**config.mk**
```make
export PLATFORM = sky130hd
export DESIGN_NAME = codificador_gray
export DESIGN_NICKNAME = d
export VERILOG_FILES = /design/src/rtl/codificador_gray_pkg.sv /design/src/rtl/codificador_gray_divisor_tick.sv /design/src/rtl/codificador_gray.sv
export SDC_FILE = /design/constraint.sdc
export NUM_CORES = 1
export LEC_CHECK = 0
export BUFFER_PORTS_ARGS = -buffer_cell sky130_fd_sc_hd__buf_2
export CORE_ASPECT_RATIO = 0.8
export CORE_MARGIN = 3
export CORE_UTILIZATION = 45
export DETAILED_ROUTE_END_ITERATION = 7
export PLACE_DENSITY = 0.76
export SETUP_SLACK_MARGIN = 0.4
export SLEW_MARGIN = 20
export SYNTH_ARGS = -nofsm -noshare
export SYNTH_HDL_FRONTEND = slang
export SYNTH_HIERARCHICAL = 1
export SYNTH_SLANG_ARGS = --single-unit
```
**constraint.sdc**
```tcl
create_clock -name clk_pi -period 2 [get_ports clk_pi]
set_clock_uncertainty 0.2 [all_clocks]
set_input_delay 0.1 -clock clk_pi [delete_from_list [all_inputs] [get_ports clk_pi]]
set_output_delay 0.1 -clock clk_pi [all_outputs]
set_load 0.02 [all_outputs]
```
**src/rtl/codificador_gray_pkg.sv**
```systemverilog
// rtl/codificador_gray_pkg.sv - shared Gray helpers, default width and direction encodings
//
// Purpose : definitions shared by the Gray encoder, the Gray decoder/display path
//           and the display refresh logic.
// Contents: N_DEFAULT     default data width
//           DIR_UP/DOWN   encodings of the count-direction input
//           bin2gray      binary -> reflected Gray (up to 32 bits)
//           gray2bin      reflected Gray -> binary (up to 32 bits, used by the decoder)
package codificador_gray_pkg;

    localparam int N_DEFAULT = 4;

    localparam logic DIR_UP   = 1'b1;
    localparam logic DIR_DOWN = 1'b0;

    // Zero-extended operands work for any width up to 32: the extra high
    // bits stay 0 and do not disturb the low N bits.
    function automatic logic [31:0] bin2gray(input logic [31:0] b);
        return b ^ (b >> 1);
    endfunction

    // Each binary bit is the XOR of all Gray bits at or above its position.
    function automatic logic [31:0] gray2bin(input logic [31:0] g);
        logic [31:0] b;
        b[31] = g[31];
        for (int i = 30; i >= 0; i--) begin
            b[i] = b[i+1] ^ g[i];
        end
        return b;
    endfunction

endpackage

```
**src/rtl/codificador_gray_divisor_tick.sv**
```systemverilog
// rtl/codificador_gray_divisor_tick.sv - enable-gated prescaler producing a one-cycle tick
//
// Purpose : counts 0..DIV-1 on enabled cycles and flags the last phase.
// Params  : DIV  clock cycles per tick while enabled (>= 1)
// Ports   : clk   system clock, rising edge
//           rst   synchronous reset, active-high
//           en    run enable; low freezes the phase and suppresses the tick
//           clr   synchronous clear of the phase (lower priority than rst)
//           tick  combinational, high when en and phase == DIV-1
module divisor_tick #(
    parameter int DIV = 5
) (
    input  logic clk,
    input  logic rst,
    input  logic en,
    input  logic clr,
    output logic tick
);

    localparam int PW = (DIV > 1) ? $clog2(DIV) : 1;
    localparam logic [PW-1:0] LAST = PW'(DIV - 1);

    logic [PW-1:0] phase;

    // With DIV = 1 the phase never leaves 0, so every enabled cycle ticks.
    assign tick = en && (phase == LAST);

    always_ff @(posedge clk) begin
        if (rst || clr) begin
            phase <= '0;
        end else if (en) begin
            if (phase == LAST) begin
                phase <= '0;
            end else begin
                phase <= phase + 1'b1;
            end
        end
    end

endmodule

```
**src/rtl/codificador_gray.sv**
```systemverilog
// rtl/codificador_gray.sv - prescaled up/down counter with parallel load, Gray and binary outputs
//
// Purpose : Gray-code stimulus source for the board-level Gray link.
// Params  : N    data width (>= 2)
//           DIV  clock cycles per step while enabled (>= 1)
// Macro   : CODIFICADOR_GRAY_SATURA_EN - when defined, steps saturate at 0 and
//           2^N-1 instead of wrapping; the prescaler keeps running.
// Ports   : clk_pi             system clock, rising edge
//           rst_pi             synchronous reset, active-high
//           en_pi              run enable (freezes prescaler and counter when low)
//           dir_pi             1 = up, 0 = down, used on step cycles only
//           load_pi            parallel load strobe (overrides a same-cycle step)
//           codigo_bin_pi      value to load
//           codigo_gray_po     registered Gray code of the count
//           codigo_bin_led_po  registered binary count
//           paso_po            one-cycle pulse when the outputs show a stepped value
//           vuelta_po          one-cycle pulse when a step wrapped
module codificador_gray
    import codificador_gray_pkg::*;
#(
    parameter int N   = N_DEFAULT,
    parameter int DIV = 5
) (
    input  logic         clk_pi,
    input  logic         rst_pi,
    input  logic         en_pi,
    input  logic         dir_pi,
    input  logic         load_pi,
    input  logic [N-1:0] codigo_bin_pi,
    output logic [N-1:0] codigo_gray_po,
    output logic [N-1:0] codigo_bin_led_po,
    output logic         paso_po,
    output logic         vuelta_po
);

    localparam logic [N-1:0] MAX = '1;

    logic         tick;
    logic [N-1:0] count;
    logic [N-1:0] gray;
    logic         paso;
    logic         vuelta;
    logic [N-1:0] stepped;
    logic         at_edge;

    function automatic logic [N-1:0] to_gray(input logic [N-1:0] v);
        return N'(bin2gray(32'(v)));
    endfunction

    // A load restarts the step phase so the next step lands a full DIV
    // enabled cycles after it.
    divisor_tick #(
        .DIV (DIV)
    ) u_divisor_tick (
        .clk  (clk_pi),
        .rst  (rst_pi),
        .en   (en_pi),
        .clr  (load_pi),
        .tick (tick)
    );

    // at_edge: the step in the requested direction would cross the wrap point.
    always_comb begin
        stepped = count;
        at_edge = 1'b0;
        if (dir_pi == DIR_UP) begin
            stepped = count + 1'b1;
            at_edge = (count == MAX);
        end else begin
            stepped = count - 1'b1;
            at_edge = (count == '0);
        end
    end

    // Gray and binary registers load from the same next value on the same
    // edge, so the two outputs never skew against each other.
    always_ff @(posedge clk_pi) begin
        if (rst_pi) begin
            count  <= '0;
            gray   <= '0;
            paso   <= 1'b0;
            vuelta <= 1'b0;
        end else if (load_pi) begin
            count  <= codigo_bin_pi;
            gray   <= to_gray(codigo_bin_pi);
            paso   <= 1'b0;
            vuelta <= 1'b0;
        end else if (tick) begin
`ifdef CODIFICADOR_GRAY_SATURA_EN
            if (at_edge) begin
                paso   <= 1'b0;
                vuelta <= 1'b0;
            end else begin
                count  <= stepped;
                gray   <= to_gray(stepped);
                paso   <= 1'b1;
                vuelta <= 1'b0;
            end
`else
            count  <= stepped;
            gray   <= to_gray(stepped);
            paso   <= 1'b1;
            vuelta <= at_edge;
`endif
        end else begin
            paso   <= 1'b0;
            vuelta <= 1'b0;
        end
    end

    assign codigo_gray_po    = gray;
    assign codigo_bin_led_po = count;
    assign paso_po           = paso;
    assign vuelta_po         = vuelta;

endmodule

```
==> results of run 1 <==
## layout by cell type, fill, tap and decap left out, types with 2 or more instances in the layout
cell type       n
mux2i_1         2
dlygate4sd3_1   7
xnor2_1         7
nor2_1         13
inv_2           2
buf_2          18
and3_4          2
ha_4            2
dfxtp_2         2
dfxtp_1         7
nor3_1          2
inv_1           2
o21ai_0         2
a211oi_1        2
a21oi_1         7
ha_1            2
clkbuf_4        3
dfxtp_4         3
buf_4           4
## worst max-delay path by stage
stage	slack, ns	endpoint	cells after the start	startpoint
finish	0.26	codigo_gray_po[0]$_SDFFE_PP0P_	5	codigo_bin_led_po[1]$_SDFFE_PP0P_
global route	0.20	codigo_gray_po[1]$_SDFFE_PP0P_	5	codigo_bin_led_po[1]$_SDFFE_PP0P_
global placement	0.23	codigo_gray_po[0]$_SDFFE_PP0P_	5	codigo_bin_led_po[0]$_SDFFE_PP0P_
detailed placement	0.21	codigo_gray_po[0]$_SDFFE_PP0P_	5	codigo_bin_led_po[0]$_SDFFE_PP0P_
floorplan	0.30	codigo_gray_po[0]$_SDFFE_PP0P_	5	codigo_bin_led_po[0]$_SDFFE_PP0P_
CTS	0.22	codigo_gray_po[0]$_SDFFE_PP0P_	5	codigo_bin_led_po[1]$_SDFFE_PP0P_
## sequential cells by signal (all words and copies together) (netlist names)
register	flops
codigo_bin_led_po	4
u_divisor_tick/phase	3
vuelta_po	1
paso_po	1
codigo_gray_po	3
## layout make-up
| class | count | area share, % |
|---|---|---|
| clock buffers | 4 | 2.515 |
| inverters | 4 | 1.437 |
| multi-input cells | 60 | 49.10 |
| flip-flops and latches | 12 | 24.31 |
| well taps | 21 | 2.515 |
| repair buffers | 30 | 20.12 |
## critical path, delay by kind of cell, from the launching register on
family	cells	cell delay, ns
simple gates	1	0.07
flops	1	0.36
xor+xnor	1	0.17
compound gates	2	0.20
fa+ha+maj	1	0.61
## routing by layer
metal | vias up | global-route usage, % | share of wire, %
met5 | - | 0 | 0
met4 | 0 | 5.759 | 1.4
met3 | 5 | 7.829 | 6.9
met2 | 23 | 24.11 | 44
met1 | 306 | 20.91 | 47
li1 | 343 | - | -
## power by group
part	total [W]	switching [W]	internal (W)
registers	0.000259	0.0000111	0.000248
clock network	0.000160	0.0000825	0.0000774
logic	0.000181	0.0000852	0.0000954
## cells by family (layout without fill, tap and decap cells)
group | after synthesis | in the layout | synth area share [%]
adder cells (fa/ha/maj) | 5 | 5 | 9.396
XOR/XNOR | 10 | 10 | 14.60
multiplexers | 2 | 2 | 2.685
AO/OA/AOI/OAI | 18 | 18 | 16.95
AND/OR/NAND/NOR | 25 | 25 | 18.79
buffers and inverters | 9 | 38 | 5.369
flip-flops | 12 | 12 | 32.21
## stage by stage
stage | cells | worst slack (ns) | cell area, sq um
after detailed placement | 115 | 0.2098 | 845.8
after global routing | 131 | 0.2018 | 1045
after CTS | 127 | 0.2160 | 955.9
after floorplan | 81 | 0.3028 | 754.5
final | 131 | 0.2611 | 1045
after global placement | 115 | 0.2315 | 845.8
## timing repair
| item | CTS | global route |
|---|---|---|
| endpoints found under the hold margin | 10 | 0 |
| hold buffers | 7 | 0 |
| setup endpoints to repair | 8 | 8 |
| gates resized for setup | 3 | 10 |
| pin swaps | 3 | 4 |
| setup buffers | 1 | 4 |
==> impl_metrics.py, run 1 <==
metrics = {
    "run_status": {
        "outcome": "completed",
    },
    "finish": {
        "multi_input_area_sq_um": 513.0,
        "nFillCells": 117,
        "area_growth_pct": 40.10,
        "diodes": 0,
        "utilization_pct": 71.00,
        "fin_nets": 125,
        "drive_gt1_share_pct": 39.09,
        "ff_latch_area_sq_um": 254.0,
    },
    "clock_network": {
        "clockBufferDepth": 2,
        "clk_pin_slew_ns": 0.07,
        "cts_max_level": 1,
        "cts_tree": "done",
        "clkSinkCount": 12,
        "cts_inserted_buffers": 3,
        "cts_root_buf": "clkbuf_4",
        "clk_latency_ns": 0.28,
    },
    "worst_setup_path": {
        "r2r_cells": 5,
        "timing.rr.end": "codigo_gray_po[0]$_SDFFE_PP0P_",
        "ff2ff_setup_slack_ns": 0.26,
        "worstSetupPathType": "reg2reg",
        "path_cells": "fa_2, xor2_1, nor2_1, a211oi_2, a211oi_1",
        "slowest_delay_ns": 0.61,
        "cpMaxStageDelayCell": "fa_2",
        "cp-end-kind": "flop",
        "cp_data_arrival_time_ns": 1.69,
        "critical_path.max_fanout": 4,
        "rr_startpoint": "codigo_bin_led_po[1]$_SDFFE_PP0P_",
        "cp.required_ns": 1.95,
        "startpoint_type": "flop",
    },
    "hold_path": {
        "hold_class": "in2reg",
        "min_from": "load_pi",
        "min_to": "codigo_bin_led_po[0]$_SDFFE_PP0P_",
        "holdPathStages": 3,
    },
    "drt": {
        "ant_nets": 0,
        "drtIter0Drc": 19,
        "routed_wl_mm": 1.750,
        "wl_per_cell_um": 13.36,
        "drc_errors": 0,
        "viasPerCell": 5.168,
        "vias": 677,
        "drt_pass1_iterations": 4,
    },
    "power_and_ir_drop": {
        "p_total_w": 0.0005998,
        "p_per_area_nw_per_um2": 574.1,
        "leakage_nw": 0.4493,
        "max-vdd-ir-drop_mv": 0.3675,
    },
    "die": {
        "io_pins": 19,
        "fp-row-count": 12,
        "start_util_pct": 50.68,
        "placeableCoreArea_sq_um": 1471,
        "die_h_um": 42.41,
        "die_x_um": 51.51,
        "dieArea_sq_um": 2185,
    },
    "synth": {
        "synth_commonest_cells": "13 x nor2_1, 12 x dfxtp_1, 7 x a21oi_1, 7 x xnor2_1",
        "synth.most_common_cell": "nor2_1",
        "yosys-top-cells-area": "dfxtp_1 32%, xnor2_1 8.2%, ha_1 6.7%, nor2_1 6.5%, a21oi_1 4.7%",
        "syn_inst": 81,
        "synthFlopType": "dfxtp_1",
        "ys_warn_count": 6,
        "ys_seq_elements": 12,
        "ys_types": 33,
        "async_flop_share_pct": 0,
        "synth_top_area_cell": "dfxtp_1",
        "synth-edff-count": 0,
        "avgSynthCellArea_sq_um": 9.206,
        "synth.top_cell.area_share_pct": 32.21,
        "synth.yosys.seq_area_share_pct": 32.21,
        "netlist_area_sq_um": 745.7,
        "synth_nets": 95,
    },
    "job": {
        "cap_violations": 0,
    },
    "global_routing": {
        "overflow": 0,
        "grt_pass1_vias": 599,
        "grt_max_degree": 20,
        "antenna_found_initial": 0,
        "grtUsageTotal_pct": 16.47,
        "grt_pass1_wl_mm": 2.677,
    },
    "timing": {
        "rsz0062_at_grt": "true",
        "finalCritPeriodShare_pct": 86.95,
        "drv_slew": 0,
        "setup_viol": 0,
        "slew_headroom_pct": 77.52,
        "timing.setup.tns_ns": 0,
        "hold_viol_final": 0,
        "fmax_mhz": 575.1,
        "worst_slew_pin_slew_ns": 0.3371,
        "timing.final.crit_period_ns": 1.739,
        "hold_slack_ns": 0.07640,
    },
    "placement": {
        "dpl.hpwl_mm": 1.135,
        "gp_congestion": 0.8324,
        "port-buffer-count": 18,
    },
}
Note: power is estimated with default switching activity, not from simulation.
==> run 2, diff against run 1 <==
REMOVE_ABC_BUFFERS = 1   (was default)
==> impl_metrics.py, run 2 (synthesis results as in run 1) <==
metrics = {
    "worst_setup_path": {
        "timing.rr.end": "codigo_gray_po[1]$_SDFFE_PP0P_",
        "critical_path.max_fanout": 6,
        "ff2ff_setup_slack_ns": 0.30,
        "worstSetupPathType": "reg2reg",
        "rr_startpoint": "codigo_bin_led_po[1]$_SDFFE_PP0P_",
        "r2r_cells": 5,
        "startpoint_type": "flop",
        "cp-end-kind": "flop",
        "cp.required_ns": 2.00,
        "cp_data_arrival_time_ns": 1.70,
    },
    "timing": {
        "fmax_mhz": 588.6,
        "rsz0062_at_grt": "true",
        "hold_viol_final": 0,
        "setup_viol": 0,
        "finalCritPeriodShare_pct": 84.95,
        "hold_slack_ns": 0.07460,
        "drv_slew": 0,
        "worst_slew_pin_slew_ns": 0.3430,
        "timing.setup.tns_ns": 0,
        "slew_headroom_pct": 77.13,
        "timing.final.crit_period_ns": 1.699,
    },
    "die": {
        "placeableCoreArea_sq_um": 1471,
        "start_util_pct": 50.68,
        "fp-row-count": 12,
        "die_x_um": 51.51,
        "io_pins": 19,
        "dieArea_sq_um": 2185,
        "die_h_um": 42.41,
    },
    "global_routing": {
        "grt_max_degree": 20,
        "overflow": 0,
        "antenna_found_initial": 0,
        "grt_pass1_wl_mm": 2.849,
        "grtUsageTotal_pct": 17.72,
        "grt_pass1_vias": 668,
    },
    "power_and_ir_drop": {
        "leakage_nw": 0.4533,
        "p_per_area_nw_per_um2": 619.0,
        "max-vdd-ir-drop_mv": 0.4200,
    },
    "clock_network": {
        "cts_tree": "done",
        "cts_root_buf": "clkbuf_4",
        "clk_latency_ns": 0.28,
        "clk_pin_slew_ns": 0.09,
        "clkSinkCount": 12,
        "cts_inserted_buffers": 3,
        "clockBufferDepth": 2,
        "cts_max_level": 1,
    },
    "finish": {
        "stdcell_count": 130,
        "fin_nets": 124,
        "final_cell_mix": "18 x buf_2, 13 x nor2_1, 7 x a21oi_1, 7 x dfxtp_1, 7 x dlygate4sd3_1",
        "final_common_cell": "buf_2",
        "drive_gt1_share_pct": 42.20,
        "largest_register_ffs": 4,
        "diodes": 0,
        "utilization_pct": 71.34,
        "area_growth_pct": 40.77,
    },
    "drt": {
        "maxUsedRoutingLayer": "met4",
        "m1WireLength_um": 732,
        "ant_nets": 0,
        "drtIter0Drc": 10,
        "viasPerCell": 5.323,
        "vias": 692,
        "dr_wl_met2_um": 861,
        "routed_wl_mm": 1.710,
        "wl_met3_um": 99,
        "drt_pass1_iterations": 4,
        "wl_per_cell_um": 13.15,
        "drc_errors": 0,
    },
    "placement": {
        "dp.cells": 116,
        "port-buffer-count": 18,
        "gp_congestion": 0.7994,
        "dpl.hpwl_mm": 1.105,
    },
    "hold_path": {
        "holdPathStages": 2,
        "min_from": "load_pi",
        "min_to": "codigo_gray_po[1]$_SDFFE_PP0P_",
        "hold_class": "in2reg",
    },
    "run_status": {
        "outcome": "completed",
    },
    "job": {
        "cap_violations": 0,
    },
}
-- run 2: changes by cell type in the layout (fill, tap and decap cells not counted), sizes merged --
cell,delta
buf,-1
-- run 2: repair_timing --
action / CTS / global route
pin swaps: 8 / 5
hold endpoints to repair: 10 / 0
cloned: 0 / 0
buffers inserted: 2 / 1
endpoints found under the setup margin: 8 / 8
gates resized for setup: 7 / 13
hold buffers: 7 / 0
-- run 2: power by group --
part | switching, W | internal [W]
sequential | 0.0000106 | 0.000250
combinational | 0.0000849 | 0.000101
clock | 0.0000931 | 0.000111
total | 0.000189 | 0.000461
-- run 2: routing by layer --
metal	track usage, %	up-vias
met1	20.91	325
met3	6.406	2
met4	6.806	0
met5	0	-
met2	28.93	22
li1	-	343
-- run 2: per-stage QoR --
| step | setup WS, ns | total power (W) | cell area (sq um) |
|---|---|---|---|
| 2_1_floorplan | 0.1253 | 0.0003585 | 720.7 |
| 3_3_place_gp | 0.2316 | 0.0003993 | 844.6 |
| 3_5_place_dp | 0.1641 | 0.0004008 | 844.6 |
| 4_1_cts | 0.2899 | 0.0006254 | 989.7 |
| 5_1_grt | 0.2422 | 0.0006751 | 1050 |
| 6_report | 0.3011 | 0.0006498 | 1050 |
-- run 2: final cells by class --
type,instances,area (sq um)
Sequential cell,12,249.0
Fill cell,112,421.7
Timing Repair Buffer,29,197.7
Tap cell,21,26.28
Multi-Input combinational cell,60,525.5
Inverter,4,15.01
Clock buffer,4,36.28
-- run 2: critical path: stages (launching register included) --
cell and delay, ns:
dfxtp_4 0.37, fa_2 0.57, buf_6 0.11, xnor2_2 0.09, nand2_1 0.07, a221oi_2 0.20
-- run 2: worst max-delay path by stage --
| stage | start | to | slack [ns] | cells after the start |
|---|---|---|---|---|
| 2_1_floorplan | codigo_bin_led_po[0]$_SDFFE_PP0P_ | codigo_gray_po[2]$_SDFFE_PP0P_ | 0.13 | 4 |
| 5_1_grt | codigo_bin_led_po[1]$_SDFFE_PP0P_ | codigo_gray_po[0]$_SDFFE_PP0P_ | 0.24 | 5 |
| 3_5_place_dp | dir_pi | codigo_gray_po[2]$_SDFFE_PP0P_ | 0.16 | 6 |
| 3_3_place_gp | codigo_bin_led_po[1]$_SDFFE_PP0P_ | codigo_gray_po[2]$_SDFFE_PP0P_ | 0.23 | 4 |
| 4_1_cts | codigo_bin_led_po[1]$_SDFFE_PP0P_ | codigo_gray_po[0]$_SDFFE_PP0P_ | 0.29 | 5 |
| 6_report | codigo_bin_led_po[1]$_SDFFE_PP0P_ | codigo_gray_po[1]$_SDFFE_PP0P_ | 0.30 | 5 |
==> run 3, diff against run 2 <==
PLACE_DENSITY = 0.79   (was 0.76)
clock period = 1.5 ns   (was 2 ns; I/O delays follow)
==> impl_metrics.py, run 3 (synthesis results as in run 1) <==
metrics = {
    "run_status": {
        "outcome": "finished with violations",
        "violations": "negative hold slack, negative setup slack",
    },
    "finish": {
        "drive_gt1_share_pct": 52.14,
        "design_area_sq_um": 1156,
        "fin_nets": 133,
        "area_growth_pct": 55.03,
        "final_common_cell": "nor2_1",
        "final_cell_mix": "13 x nor2_1, 12 x buf_2, 11 x buf_4",
        "stdcell_count": 138,
        "largest_register_ffs": 4,
        "diodes": 0,
        "utilization_pct": 78.57,
        "nFillCells": 102,
    },
    "clock_network": {
        "hold_buffers": 6,
        "cts_max_level": 1,
        "clockBufferDepth": 2,
        "clk_pin_slew_ns": 0.08,
        "cts_inserted_buffers": 3,
        "clkSinkCount": 12,
        "clk_latency_ns": 0.28,
        "cts_tree": "done",
        "cts_root_buf": "clkbuf_4",
    },
    "worst_setup_path": {
        "path_cells": "fa_2, xor2_1, nor2_1, a211oi_1, a211oi_1",
        "cp_data_arrival_time_ns": 1.67,
        "worstSetupPathType": "reg2reg",
        "cp_num_buf_inv": 0,
        "startpoint_type": "flop",
        "crit_top_cell": "a211oi_1",
        "critical_path.max_fanout": 3,
        "cp-end-kind": "flop",
        "cp.required_ns": 1.44,
        "critical-path-top-delay-family": "adder cells",
        "slowest_delay_ns": 0.55,
        "cpMaxStageDelayCell": "fa_2",
    },
    "timing": {
        "hold_viol_final": 1,
        "hold_slack_ns": -0.06118,
        "setup_viol": 8,
        "setup_ws_ns": -0.2327,
        "finalCritPeriodShare_pct": 115.5,
        "timing.setup.tns_ns": -1.133,
        "fmax_mhz": 577.1,
        "drv_slew": 0,
        "worst_slew_pin_slew_ns": 0.3783,
        "slew_headroom_pct": 74.78,
        "rsz0062_at_grt": "true",
        "timing.final.crit_period_ns": 1.733,
    },
    "die": {
        "die_h_um": 42.41,
        "placeableCoreArea_sq_um": 1471,
        "fp-row-count": 12,
        "die_x_um": 51.51,
        "dieArea_sq_um": 2185,
        "start_util_pct": 50.68,
        "io_pins": 19,
    },
    "drt": {
        "viasPerCell": 5.514,
        "ant_nets": 0,
        "drt_pass1_iterations": 4,
        "wl_per_cell_um": 16.85,
        "vias": 761,
        "drc_errors": 0,
        "routed_wl_mm": 2.325,
        "drtIter0Drc": 13,
    },
    "power_and_ir_drop": {
        "p_per_area_nw_per_um2": 704.8,
        "max-vdd-ir-drop_mv": 0.6828,
        "leakage_nw": 0.5015,
    },
    "placement": {
        "port-buffer-count": 18,
        "dp_slack_ns": -0.3147,
        "place_area_sq_um": 919.6,
        "gp_congestion": 0.8362,
        "dp.cells": 126,
        "dpl.hpwl_mm": 1.325,
    },
    "global_routing": {
        "overflow": 0,
        "grt.busiest_layer": "met2",
        "grtUsageTotal_pct": 23.25,
        "grt_pass1_wl_mm": 3.719,
        "grt_max_degree": 20,
        "antenna_found_initial": 0,
        "grt_use_met2_pct": 40.36,
        "grt_pass1_vias": 752,
        "gr-usage-met1_pct": 27.47,
        "use_met3_pct": 7.829,
    },
    "job": {
        "cap_violations": 0,
    },
    "hold_path": {
        "hold_class": "in2reg",
    },
}
[run 3: cell types whose count changed in the layout (fill, tap and decap cells not counted), sizes merged]
cell	change
dlygate4sd3	-1
clkbuf	-1
buf	+10
[run 3: cell type report]
class	instances	area (sq um)	area share [%]
clock buffer	3	22.52	1.948
inverter	4	15.01	1.299
multi-input combinational	60	534.3	46.21
sequential	12	254.0	21.97
tap	21	26.28	2.273
timing repair buffer	38	304.0	26.30
[run 3: final timing paths]
check,from,to,slack (ns),depth (start not counted)
worst min register to register,codigo_gray_po[1]$_SDFFE_PP0P_,codigo_gray_po[1]$_SDFFE_PP0P_,0.40,2
worst max-delay path,codigo_bin_led_po[1]$_SDFFE_PP0P_,codigo_gray_po[0]$_SDFFE_PP0P_,-0.23,5
worst max register to register,codigo_bin_led_po[1]$_SDFFE_PP0P_,codigo_gray_po[0]$_SDFFE_PP0P_,-0.23,5
worst min-delay path,rst_pi,codigo_gray_po[2]$_SDFFE_PP0P_,-0.06,3
[run 3: per-stage QoR]
step	total power, W	hold WS, ns
final	0.0008148	-0.06118
after global routing	0.0008523	-0.05667
after CTS	0.0007966	-0.06493
after detailed placement	0.0005549	0.1384
after global placement	0.0005465	0.1515
after floorplan	0.0004781	-0.05875
[run 3: timing repair]
item                       CTS  global route
setup endpoints to repair   17            18
gates resized for setup     31            10
cloned                       0             0
buffers inserted             2             1
hold endpoints to repair    10             2
pin swaps                   13             9
[run 3: report_power, final]
group / internal (W) / switching [W]
logic: 0.000138 / 0.000127
clock network: 0.0000932 / 0.000111
registers: 0.000333 / 0.0000134
[run 3: worst min-delay path, stage by stage]
cell	delay, ns
buf_2	0.15
a211o_1	0.13
a21oi_2	0.04
[run 3: routing by layer]
| layer | part of all wire [%] | wire [um] |
|---|---|---|
| met5 | 0 | 0 |
| met4 | 0.90 | 21 |
| met3 | 5.4 | 126 |
| met2 | 53 | 1229 |
| met1 | 41 | 948 |
